### config.mk
export PLATFORM = sky130hd
export DESIGN_NAME = rvh_ptw_req_sched
export DESIGN_NICKNAME = d
export VERILOG_FILES = /design/src/rtl/rvh_mmu_pkg.sv /design/src/rtl/rvh_ptw_prio_sel.sv /design/src/rtl/rvh_ptw_req_sched.sv
export SDC_FILE = /design/constraint.sdc
export NUM_CORES = 1
export LEC_CHECK = 0
export ABC_AREA = 1
export CAP_MARGIN = 25
export CORE_MARGIN = 2
export CORE_UTILIZATION = 35
export DETAILED_ROUTE_END_ITERATION = 8
export HOLD_SLACK_MARGIN = 0.06
export PLACE_DENSITY = 0.77
export SYNTH_ARGS = -nofsm -noshare
export SYNTH_HDL_FRONTEND = slang
export SYNTH_HIERARCHICAL = 1
export SYNTH_SLANG_ARGS = --single-unit
### constraint.sdc
create_clock -name clk -period 2 [get_ports clk]
set_clock_uncertainty 0.2 [all_clocks]
set_input_delay 0.6 -clock clk [delete_from_list [all_inputs] [get_ports clk]]
set_output_delay 0.6 -clock clk [all_outputs]
set_load 0.01 [all_outputs]
### src/rtl/rvh_mmu_pkg.sv
// Shared MMU types: page-table-walk scheduler states and walk source encoding.
package rvh_mmu_pkg;

    typedef enum logic [1:0] {
        SCHED_IDLE,
        SCHED_REQ,
        SCHED_WAIT,
        SCHED_RESP
    } sched_state_e;

    localparam logic PTW_SRC_ITLB = 1'b0;
    localparam logic PTW_SRC_DTLB = 1'b1;

endpackage

### src/rtl/rvh_ptw_prio_sel.sv
// Combinational DTLB/ITLB tie-break for the shared page-table walker.
// Produces a one-hot grant indexed by walk source encoding.
module rvh_ptw_prio_sel
    import rvh_mmu_pkg::*;
#(
    parameter int DTLB_PRIOR = 1
) (
    input  logic       i_dtlb_vld,
    input  logic       i_itlb_vld,
    input  logic       i_starved,
    output logic [1:0] o_gnt
);

    localparam logic PRIO_IS_DTLB = (DTLB_PRIOR != 0);

    logic w_tie;
    logic w_dtlb_win;

    assign w_tie = i_dtlb_vld & i_itlb_vld;

    // On a tie the priority side wins, unless the other side has been starved.
    assign w_dtlb_win = w_tie ? (PRIO_IS_DTLB ^ i_starved) : i_dtlb_vld;

    assign o_gnt[PTW_SRC_DTLB] = w_dtlb_win;
    assign o_gnt[PTW_SRC_ITLB] = i_itlb_vld & ~w_dtlb_win;

endmodule

### src/rtl/rvh_ptw_req_sched.sv
// Shares the single page-table walker between DTLB and ITLB misses: one walk outstanding,
// stable request until accepted, response routed to its originator, flush squashes walks.
module rvh_ptw_req_sched
    import rvh_mmu_pkg::*;
#(
    parameter int DTLB_PRIOR = 1,
    parameter int STARVE_MAX = 4,
    parameter int VPN_W      = 27,
    parameter int PPN_W      = 44
) (
    input  logic             clk,
    input  logic             rst,
    input  logic             flush_i,
    input  logic             dtlb_miss_req_vld_i,
    input  logic [VPN_W-1:0] dtlb_miss_req_vpn_i,
    output logic             dtlb_miss_req_rdy_o,
    input  logic             itlb_miss_req_vld_i,
    input  logic [VPN_W-1:0] itlb_miss_req_vpn_i,
    output logic             itlb_miss_req_rdy_o,
    output logic             ptw_req_vld_o,
    output logic [VPN_W-1:0] ptw_req_vpn_o,
    output logic             ptw_req_src_o,
    input  logic             ptw_req_rdy_i,
    input  logic             ptw_resp_vld_i,
    input  logic [PPN_W-1:0] ptw_resp_ppn_i,
    input  logic             ptw_resp_pf_i,
    output logic             dtlb_miss_resp_vld_o,
    output logic             itlb_miss_resp_vld_o,
    output logic [PPN_W-1:0] miss_resp_ppn_o,
    output logic             miss_resp_pf_o,
    output logic             busy_o
);

    localparam int   CNT_W    = $clog2(STARVE_MAX + 1);
    localparam logic PRIO_SRC = (DTLB_PRIOR != 0) ? PTW_SRC_DTLB : PTW_SRC_ITLB;

    sched_state_e     r_state;
    logic [CNT_W-1:0] r_starve_cnt;
    logic             r_kill;
    logic [VPN_W-1:0] r_vpn;
    logic             r_src;
    logic [PPN_W-1:0] r_ppn;
    logic             r_pf;

    logic [1:0] w_gnt;
    logic [1:0] w_acc;
    logic       w_starved;
    logic       w_can_acc;
    logic       w_acc_any;
    logic       w_acc_src;
    logic       w_tie;
    logic       w_resp_fire;

    assign w_starved = (r_starve_cnt == CNT_W'(STARVE_MAX));
    assign w_tie     = dtlb_miss_req_vld_i & itlb_miss_req_vld_i;

    rvh_ptw_prio_sel #(
        .DTLB_PRIOR (DTLB_PRIOR)
    ) u_prio_sel (
        .i_dtlb_vld (dtlb_miss_req_vld_i),
        .i_itlb_vld (itlb_miss_req_vld_i),
        .i_starved  (w_starved),
        .o_gnt      (w_gnt)
    );

    // NOTE: the ready outputs are combinational, so they are gated with rst to stay 0 in reset.
    assign w_can_acc = (r_state == SCHED_IDLE) & ~rst & ~flush_i;
    assign w_acc     = w_gnt & {2{w_can_acc}};
    assign w_acc_any = |w_acc;
    assign w_acc_src = w_acc[PTW_SRC_DTLB];

    assign dtlb_miss_req_rdy_o = w_acc[PTW_SRC_DTLB];
    assign itlb_miss_req_rdy_o = w_acc[PTW_SRC_ITLB];

    assign ptw_req_vld_o = (r_state == SCHED_REQ);
    assign ptw_req_vpn_o = r_vpn;
    assign ptw_req_src_o = r_src;
    assign busy_o        = (r_state != SCHED_IDLE);

    assign w_resp_fire          = (r_state == SCHED_RESP) & ~r_kill & ~flush_i & ~rst;
    assign dtlb_miss_resp_vld_o = w_resp_fire & (r_src == PTW_SRC_DTLB);
    assign itlb_miss_resp_vld_o = w_resp_fire & (r_src == PTW_SRC_ITLB);
    assign miss_resp_ppn_o      = r_ppn;
    assign miss_resp_pf_o       = r_pf;

    always_ff @(posedge clk) begin
        if (rst) begin
            r_state      <= SCHED_IDLE;
            r_starve_cnt <= '0;
            r_kill       <= 1'b0;
            r_vpn        <= '0;
            r_src        <= PTW_SRC_ITLB;
            r_ppn        <= '0;
            r_pf         <= 1'b0;
        end else begin
            case (r_state)
                SCHED_IDLE: begin
                    if (w_acc_any) begin
                        r_state <= SCHED_REQ;
                        r_src   <= w_acc_src;
                        r_vpn   <= w_acc_src ? dtlb_miss_req_vpn_i : itlb_miss_req_vpn_i;
                        if (w_acc_src != PRIO_SRC) begin
                            r_starve_cnt <= '0;
                        end else if (w_tie && !w_starved) begin
                            r_starve_cnt <= r_starve_cnt + CNT_W'(1);
                        end
                    end
                end
                SCHED_REQ: begin
                    // A flush racing the handshake still owes the PTW a response to absorb.
                    if (ptw_req_rdy_i) begin
                        r_state <= SCHED_WAIT;
                        r_kill  <= flush_i;
                    end else if (flush_i) begin
                        r_state <= SCHED_IDLE;
                    end
                end
                SCHED_WAIT: begin
                    if (ptw_resp_vld_i) begin
                        if (r_kill || flush_i) begin
                            r_state <= SCHED_IDLE;
                            r_kill  <= 1'b0;
                        end else begin
                            r_state <= SCHED_RESP;
                            r_ppn   <= ptw_resp_ppn_i;
                            r_pf    <= ptw_resp_pf_i;
                        end
                    end else if (flush_i) begin
                        r_kill <= 1'b1;
                    end
                end
                SCHED_RESP: begin
                    r_state <= SCHED_IDLE;
                end
                default: begin
                    r_state <= SCHED_IDLE;
                end
            endcase
        end
    end

    // The walker may only respond while a walk is outstanding.
    a_resp_only_in_wait: assert property (@(posedge clk) disable iff (rst)
        ptw_resp_vld_i |-> (r_state == SCHED_WAIT));

endmodule
==> results of run 1 <==
## area by class of cell
type                    count  area share (%)
clock buffers              10            2.39
clock inverters             5            1.41
inverters                  18            1.30
multi-input cells         355            27.2
flip-flops and latches     79            27.6
well taps                 129            2.80
repair buffers            228            37.3
## through the flow
stage / hold slack [ns] / setup TNS, ns / total power, mW
2_1_floorplan: 0.252 / 0 / 1.87
3_3_place_gp: 0.263 / -28.70 / 2.22
3_5_place_dp: 0.271 / -32.85 / 2.23
4_1_cts: 0.285 / -5.47 / 3.52
5_1_grt: 0.306 / -7.28 / 3.68
6_report: 0.281 / -3.92 / 3.52
## Yosys cell counts, drive strengths merged
master,count,share of area [%]
a21boi,1,0.34
a21oi,8,1.4
buf,20,4.4
clkbuf,9,1.0
dfxtp,79,47
ha,2,0.75
inv,18,2.0
nand2,95,11
nand3,8,1.3
nand4,2,0.37
nor2,160,19
o21ai,78,12
xnor2,1,0.26
## kinds of logic after synthesis
kind of cell / count (synthesis) / synth area share (%)
adder cells (fa/ha/maj): 2 / 0.746
AND/OR/NAND/NOR: 265 / 30.9
AO/OA/AOI/OAI: 87 / 13.4
XOR/XNOR: 1 / 0.261
buffers and inverters: 47 / 7.47
flip-flops: 79 / 47.2
## worst max-delay path, delay by kind of cell, from the launching register on
kind / cells / cell delay (ns)
fa+ha+maj: 1 / 0.13
buf+inv: 5 / 0.38
flops: 1 / 0.33
simple gates: 2 / 0.18
compound gates: 1 / 0.15
## state kept, by name, summed over array words and instances, names as in the netlist
| name | count |
|---|---|
| miss_resp_ppn_o | 44 |
| ptw_req_vpn_o | 27 |
| r_starve_cnt | 3 |
| r_state | 2 |
| miss_resp_pf_o | 1 |
| ptw_req_src_o | 1 |
| r_kill | 1 |
## power by group
part / internal, mW / total [mW] / switching (mW)
Sequential: 1.61 / 1.64 / 0.0226
Combinational: 0.344 / 0.586 / 0.242
Clock: 0.733 / 1.30 / 0.567
## worst paths after layout
check / start / to / slack (ns) / cells after the start
min reg2reg: miss_resp_ppn_o[36]$_SDFFE_PP0N_ / miss_resp_ppn_o[36]$_SDFFE_PP0N_ / 0.28 / 2
max reg2reg: r_starve_cnt[0]$_SDFFE_PP0P_ / ptw_req_vpn_o[15]$_SDFFE_PP0P_ / -0.15 / 14
max: r_starve_cnt[0]$_SDFFE_PP0P_ / itlb_miss_req_rdy_o / -0.31 / 9
min: miss_resp_ppn_o[36]$_SDFFE_PP0N_ / miss_resp_ppn_o[36]$_SDFFE_PP0N_ / 0.28 / 2
## timing repair
action                                  in CTS  in global routing
resized for setup                          128                 18
buffers inserted                            12                  7
endpoints found under the setup margin     111                 38
gates cloned                                 0                  3
hold buffers                                 0                  0
pin swaps                                   14                 23
## routing by layer
metal,vias up,global-route usage [%],share of wire [%],routed length [µm]
met5,-,0,0,0
met4,0,7.18,2.1,222
met3,19,8.34,11,1190
met2,162,33.8,47,4990
met1,1729,22.1,40,4270
li1,1929,-,-,-
==> out/results.md, run 1 <==
| Item | Reported | Unit |
|---|---|---|
| Die H | 102 | µm |
| Power density normalized to cell area | 611 | nW/µm² |
| Most frequent cells in the layout | sky130_fd_sc_hd__nor2_1, sky130_fd_sc_hd__clkdlybuf4s50_1, sky130_fd_sc_hd__nand2_1 | - |
| Die outline width | 102 | µm |
| Most common cell after layout, fill and taps aside | sky130_fd_sc_hd__nor2_1 | - |
| Vias post-DR | 3839 | - |
| Largest fanout on the critical path | 2 | - |
| Area taken by multi-input logic gates | 1570 | µm² |
| Tightest Pin Transition | 0.661 | ns |
| First-pass GRT wire length | 16300 | µm |
| Final ANT Viol Nets | 0 | - |
| Pin count of the biggest net entering global routing | 76 | - |
| Longest Clk Path Bufs | 2 | - |
| Global-route usage over all layers | 19.8 | % |
| Synthesized instance count | 481 | - |
| Number of design rule violations left after detail routing | 0 | - |
| Number of sinks handled by clock tree synthesis | 79 | - |
| Fill cell count | 871 | - |
| WS Path Type | reg -> out | - |
| Number of violations of the max-capacitance limit | 0 | - |
| Post-detailed-placement cell area | 5410 | µm² |
| TritonCTS clock tree | done | - |
| Top Ports | 185 | - |
| Wire length reported by the detailed router | 10700 | µm |
| List of cells traversed by the critical path | inv_2 > ha_4 > nand2_4 > inv_4 > inv_2 > a21oi_2 > inv_1 > nor2_1 > buf_2 | - |
| Mapped Nets | 589 | - |
| Number of H-tree levels | 3 | - |
| Area added between synthesis and finish | 72.0 | % |
| Fraction of layout instances using a drive strength above 1 | 14.2 | % |
| Syn. warnings | 6 | - |
| Slowest CP cell | sky130_fd_sc_hd__dfxtp_2 | - |
| Max-slew violation count | 0 | - |
| Total number of nets in the final design | 799 | - |
| Clock latency reported for the late side of the worst-skew pair | 0.34 | ns |
| Detailed Routing Iterations Pass 1 | 4 | - |
| Fraction of the yosys area taken by sequential cells | 47.2 | % |
| Port Buffer Count | 184 | - |
| Largest stage delay on the critical path | 0.33 | ns |
| Via count of the first global-routing pass | 3603 | - |
| Type of the tightest min-delay check | reg -> reg | - |
| Average wire per standard cell | 12.9 | µm |
| Detailed placement HPWL | 7350 | µm |
| Storage element area | 1590 | µm² |
| Final hold violation count | 0 | - |
| Data arrival time of the critical path | 1.51 | ns |
| Number of standard-cell rows in the floorplan | 35 | - |
| Count of endpoints failing setup in the final report | 35 | - |
| Floorplan die area | 10400 | µm² |
| Pre-CTS WS | -0.911 | ns |
| Post-synth design cell area | 3350 | µm² |
| Min setup slack post-route | -0.307 | ns |
| Final cycle utilization of the critical path | 115 | % |
| Fraction of the core area covered by cells at the end of the flow | 62.1 | % |
| Worst slew margin | 56.0 | % |
| CTS root buf | sky130_fd_sc_hd__clkbuf_8 | - |
| Remaining global-route overflow | 0 | - |
| Final cell count without fillers | 824 | - |
| Critical path's most frequent cell | sky130_fd_sc_hd__inv_2 | - |
| Failing checks | negative setup slack | - |
| Maximum clock rate | 433 | MHz |
| Number of cells after detailed placement | 791 | - |
| Critical path required time | 1.20 | ns |
| Count of routing violations after the opening detailed-route iteration | 110 | - |
| RePlAce Congestion | 0.826 | - |
| Type of origin of the critical path | flop | - |
| IR drop worst, VDD | 0.000289 | V |
| Setup repair after global routing missed its margin | true | - |
| Starting utilization of the core area | 36.1 | % |
| Fin area | 5770 | µm² |
| Via density | 4.66 | - |
| Average size of a mapped cell | 6.97 | µm² |
| Clock buffers created by TritonCTS | 9 | - |
| Kind of capture point of the worst setup path | output port | - |
| Lkg Pwr | 2.74 | nW |
| Antenna cells | 0 | - |
| Min cycle time layout | 2.31 | ns |
| Total of flip-flops plus latches after synthesis | 79 | - |
| Number of antenna violations at the first check in global routing | 0 | - |
| Reg clk slew, reported paths | 0.08 | ns |
| Core Region | 9280 | µm² |
| Outcome | complete, but fails checks | - |
| Distinct cell type count after synthesis | 22 | - |
No activity file was read; power rests on OpenSTA's default activity.
==> run 2: changes to the inputs <==
- CELL_PAD_IN_SITES_DETAIL_PLACEMENT: unset -> 1
- CELL_PAD_IN_SITES_GLOBAL_PLACEMENT: unset -> 2
- CORE_UTILIZATION: 35 -> 17
- PLACE_DENSITY: 0.77 -> unset
- PLACE_DENSITY_LB_ADDON: unset -> 0.1
- RECOVER_POWER: unset -> 25
==> run 2 against run 1 <==
- the run still ends with negative setup slack left
- sequential share of layout area is 4.0 points lower
- fmax is 1.9% higher
- sequential power hardly changed
- routed wire length is 34% higher
- highest routed layer is now met5
- via count is 1.9% higher
- critical endpoint is now dtlb_miss_req_rdy_o
- cell area is 17% higher
- largest cell class unchanged
==> out/results.md, run 2 (synthesis gave the netlist of run 1 again) <==
| Item | Reported | Unit |
|---|---|---|
| Clock latency reported for the late side of the worst-skew pair | 0.34 | ns |
| Port Buffer Count | 184 | - |
| Core Region | 19400 | µm² |
| Detailed Routing Iterations Pass 1 | 3 | - |
| Kind of capture point of the worst setup path | output port | - |
| Number of design rule violations left after detail routing | 0 | - |
| Final hold violation count | 0 | - |
| Antenna cells | 0 | - |
| CTS root buf | sky130_fd_sc_hd__clkbuf_16 | - |
| Setup repair after global routing missed its margin | true | - |
| Number of H-tree levels | 3 | - |
| Remaining global-route overflow | 0 | - |
| Final cell count without fillers | 976 | - |
| Starting utilization of the core area | 17.3 | % |
| Clock buffers created by TritonCTS | 9 | - |
| Slowest CP cell | sky130_fd_sc_hd__dfxtp_2 | - |
| WS Path Type | reg -> out | - |
| Number of cells after detailed placement | 932 | - |
| Final ANT Viol Nets | 0 | - |
| Fill cell count | 2344 | - |
| Min setup slack post-route | -0.265 | ns |
| Pin count of the biggest net entering global routing | 76 | - |
| Max reg flops | 44 | - |
| Longest Clk Path Bufs | 2 | - |
| Type of the tightest min-delay check | reg -> reg | - |
| Via density | 4.01 | - |
| Pre-CTS WS | -0.894 | ns |
| IR drop worst, VDD | 0.000349 | V |
| Tightest Pin Transition | 0.574 | ns |
| Hold buffers post-CTS | 0 | - |
| Number of standard-cell rows in the floorplan | 51 | - |
| TritonCTS clock tree | done | - |
| First-pass GRT wire length | 20900 | µm |
| Maximum clock rate | 442 | MHz |
| Power density normalized to cell area | 618 | nW/µm² |
| Top Ports | 185 | - |
| Critical path required time | 1.20 | ns |
| Count of endpoints failing setup in the final report | 33 | - |
| Fraction of the core area covered by cells at the end of the flow | 34.8 | % |
| Number of antenna violations at the first check in global routing | 1 | - |
| Reg clk slew, reported paths | 0.06 | ns |
| Floorplan die area | 20900 | µm² |
| Via count of the first global-routing pass | 4051 | - |
| Final cycle utilization of the critical path | 113 | % |
| Outcome | complete, but fails checks | - |
| Die outline width | 144 | µm |
| Data arrival time of the critical path | 1.46 | ns |
| Max-slew violation count | 0 | - |
| Largest stage delay on the critical path | 0.33 | ns |
| Fraction of layout instances using a drive strength above 1 | 24.3 | % |
| Wire length reported by the detailed router | 14300 | µm |
| Min cycle time layout | 2.26 | ns |
| Area added between synthesis and finish | 101 | % |
| Type of origin of the critical path | flop | - |
| Most frequent cells in the layout | sky130_fd_sc_hd__nor2_1, sky130_fd_sc_hd__clkdlybuf4s50_1, sky130_fd_sc_hd__dlygate4sd2_1 | - |
| List of cells traversed by the critical path | inv_2 > ha_4 > nand2_4 > inv_4 > a21boi_4 > inv_2 > nor2_4 > buf_6 | - |
| Number of sinks handled by clock tree synthesis | 79 | - |
| Worst slew margin | 61.7 | % |
| Die H | 144 | µm |
| Lkg Pwr | 3.00 | nW |
| Average wire per standard cell | 14.7 | µm |
| Critical path's most frequent cell | sky130_fd_sc_hd__inv_2 | - |
| Number of violations of the max-capacitance limit | 0 | - |
| Global-route usage over all layers | 13.0 | % |
| Failing checks | negative setup slack | - |
| Count of routing violations after the opening detailed-route iteration | 75 | - |
| Total number of nets in the final design | 815 | - |
| Detailed placement HPWL | 9120 | µm |
| RePlAce Congestion | 0.717 | - |
| Power, Total | 4.17 | mW |
| Largest fanout on the critical path | 2 | - |
| Most common cell after layout, fill and taps aside | sky130_fd_sc_hd__nor2_1 | - |
| Vias post-DR | 3911 | - |
-- run 2: cell types whose count changed in the layout (fill, tap and decap cells not counted), sizes merged --
cell / previous run / this run
clkbuf: 13 / 15
clkinv: 1 / 2
buf: 49 / 63
inv: 19 / 18
-- run 2: path summary, 6_finish.rpt --
| kind | end | start | cells after the start | slack, ns |
|---|---|---|---|---|
| hold / removal | miss_resp_ppn_o[2]$_SDFFE_PP0N_ | miss_resp_ppn_o[2]$_SDFFE_PP0N_ | 2 | 0.28 |
| setup reg to reg | r_starve_cnt[2]$_SDFFE_PP0P_ | r_starve_cnt[0]$_SDFFE_PP0P_ | 15 | -0.19 |
| setup / recovery | dtlb_miss_req_rdy_o | r_starve_cnt[0]$_SDFFE_PP0P_ | 8 | -0.26 |
| hold reg to reg | miss_resp_ppn_o[2]$_SDFFE_PP0N_ | miss_resp_ppn_o[2]$_SDFFE_PP0N_ | 2 | 0.28 |
-- run 2: per-layer routing --
| layer | GRT usage, % | vias to the layer above | part of all wire, % |
|---|---|---|---|
| met4 | 3.07 | 2 | 0.86 |
| met1 | 14.9 | 1823 | 42 |
| met2 | 23.2 | 107 | 50 |
| met5 | 0 | - | 0.070 |
| met3 | 4.30 | 9 | 7.3 |
| li1 | - | 1970 | - |
-- run 2: timing repair --
item,in CTS,in global routing
endpoints found under the setup margin,157,84
resized for setup,177,124
setup buffers,30,9
pin swaps,34,25
cloned,4,8
-- run 2: worst max-delay path: cells and delay by family (launching register included) --
kind,cells,cell delay (ns)
buffers and inverters,4,0.29
AND/OR/NAND/NOR,2,0.21
flip-flops,1,0.33
AO/OA/AOI/OAI,1,0.15
adder cells (fa/ha/maj),1,0.16
-- run 2: cell type report --
class	count	area, µm²	share of cell area [%]
clock buffers	10	239	3.54
flip-flops and latches	79	1590	23.6
multi-input cells	355	1890	28.1
repair buffers	244	2520	37.4
clock inverters	5	81.3	1.21
well taps	265	332	4.91
inverters	18	85.1	1.26
-- run 2: report_power, final --
| group | leakage (nW) | switching (mW) | internal [mW] |
|---|---|---|---|
| clock | 0.155 | 0.681 | 1.12 |
| sequential | 0.643 | 0.0238 | 1.62 |
| combinational | 2.20 | 0.314 | 0.414 |
| total | 3.00 | 1.02 | 3.15 |
-- run 2: metrics by stage --
step | area, µm² | hold WS, ns | TNS [ns]
finish | 6750 | 0.276 | -5.07
global route | 6750 | 0.306 | -9.51
CTS | 6250 | 0.281 | -4.45
detailed placement | 5610 | 0.270 | -41.19
global placement | 5610 | 0.264 | -37.23
floorplan | 3360 | 0.252 | 0
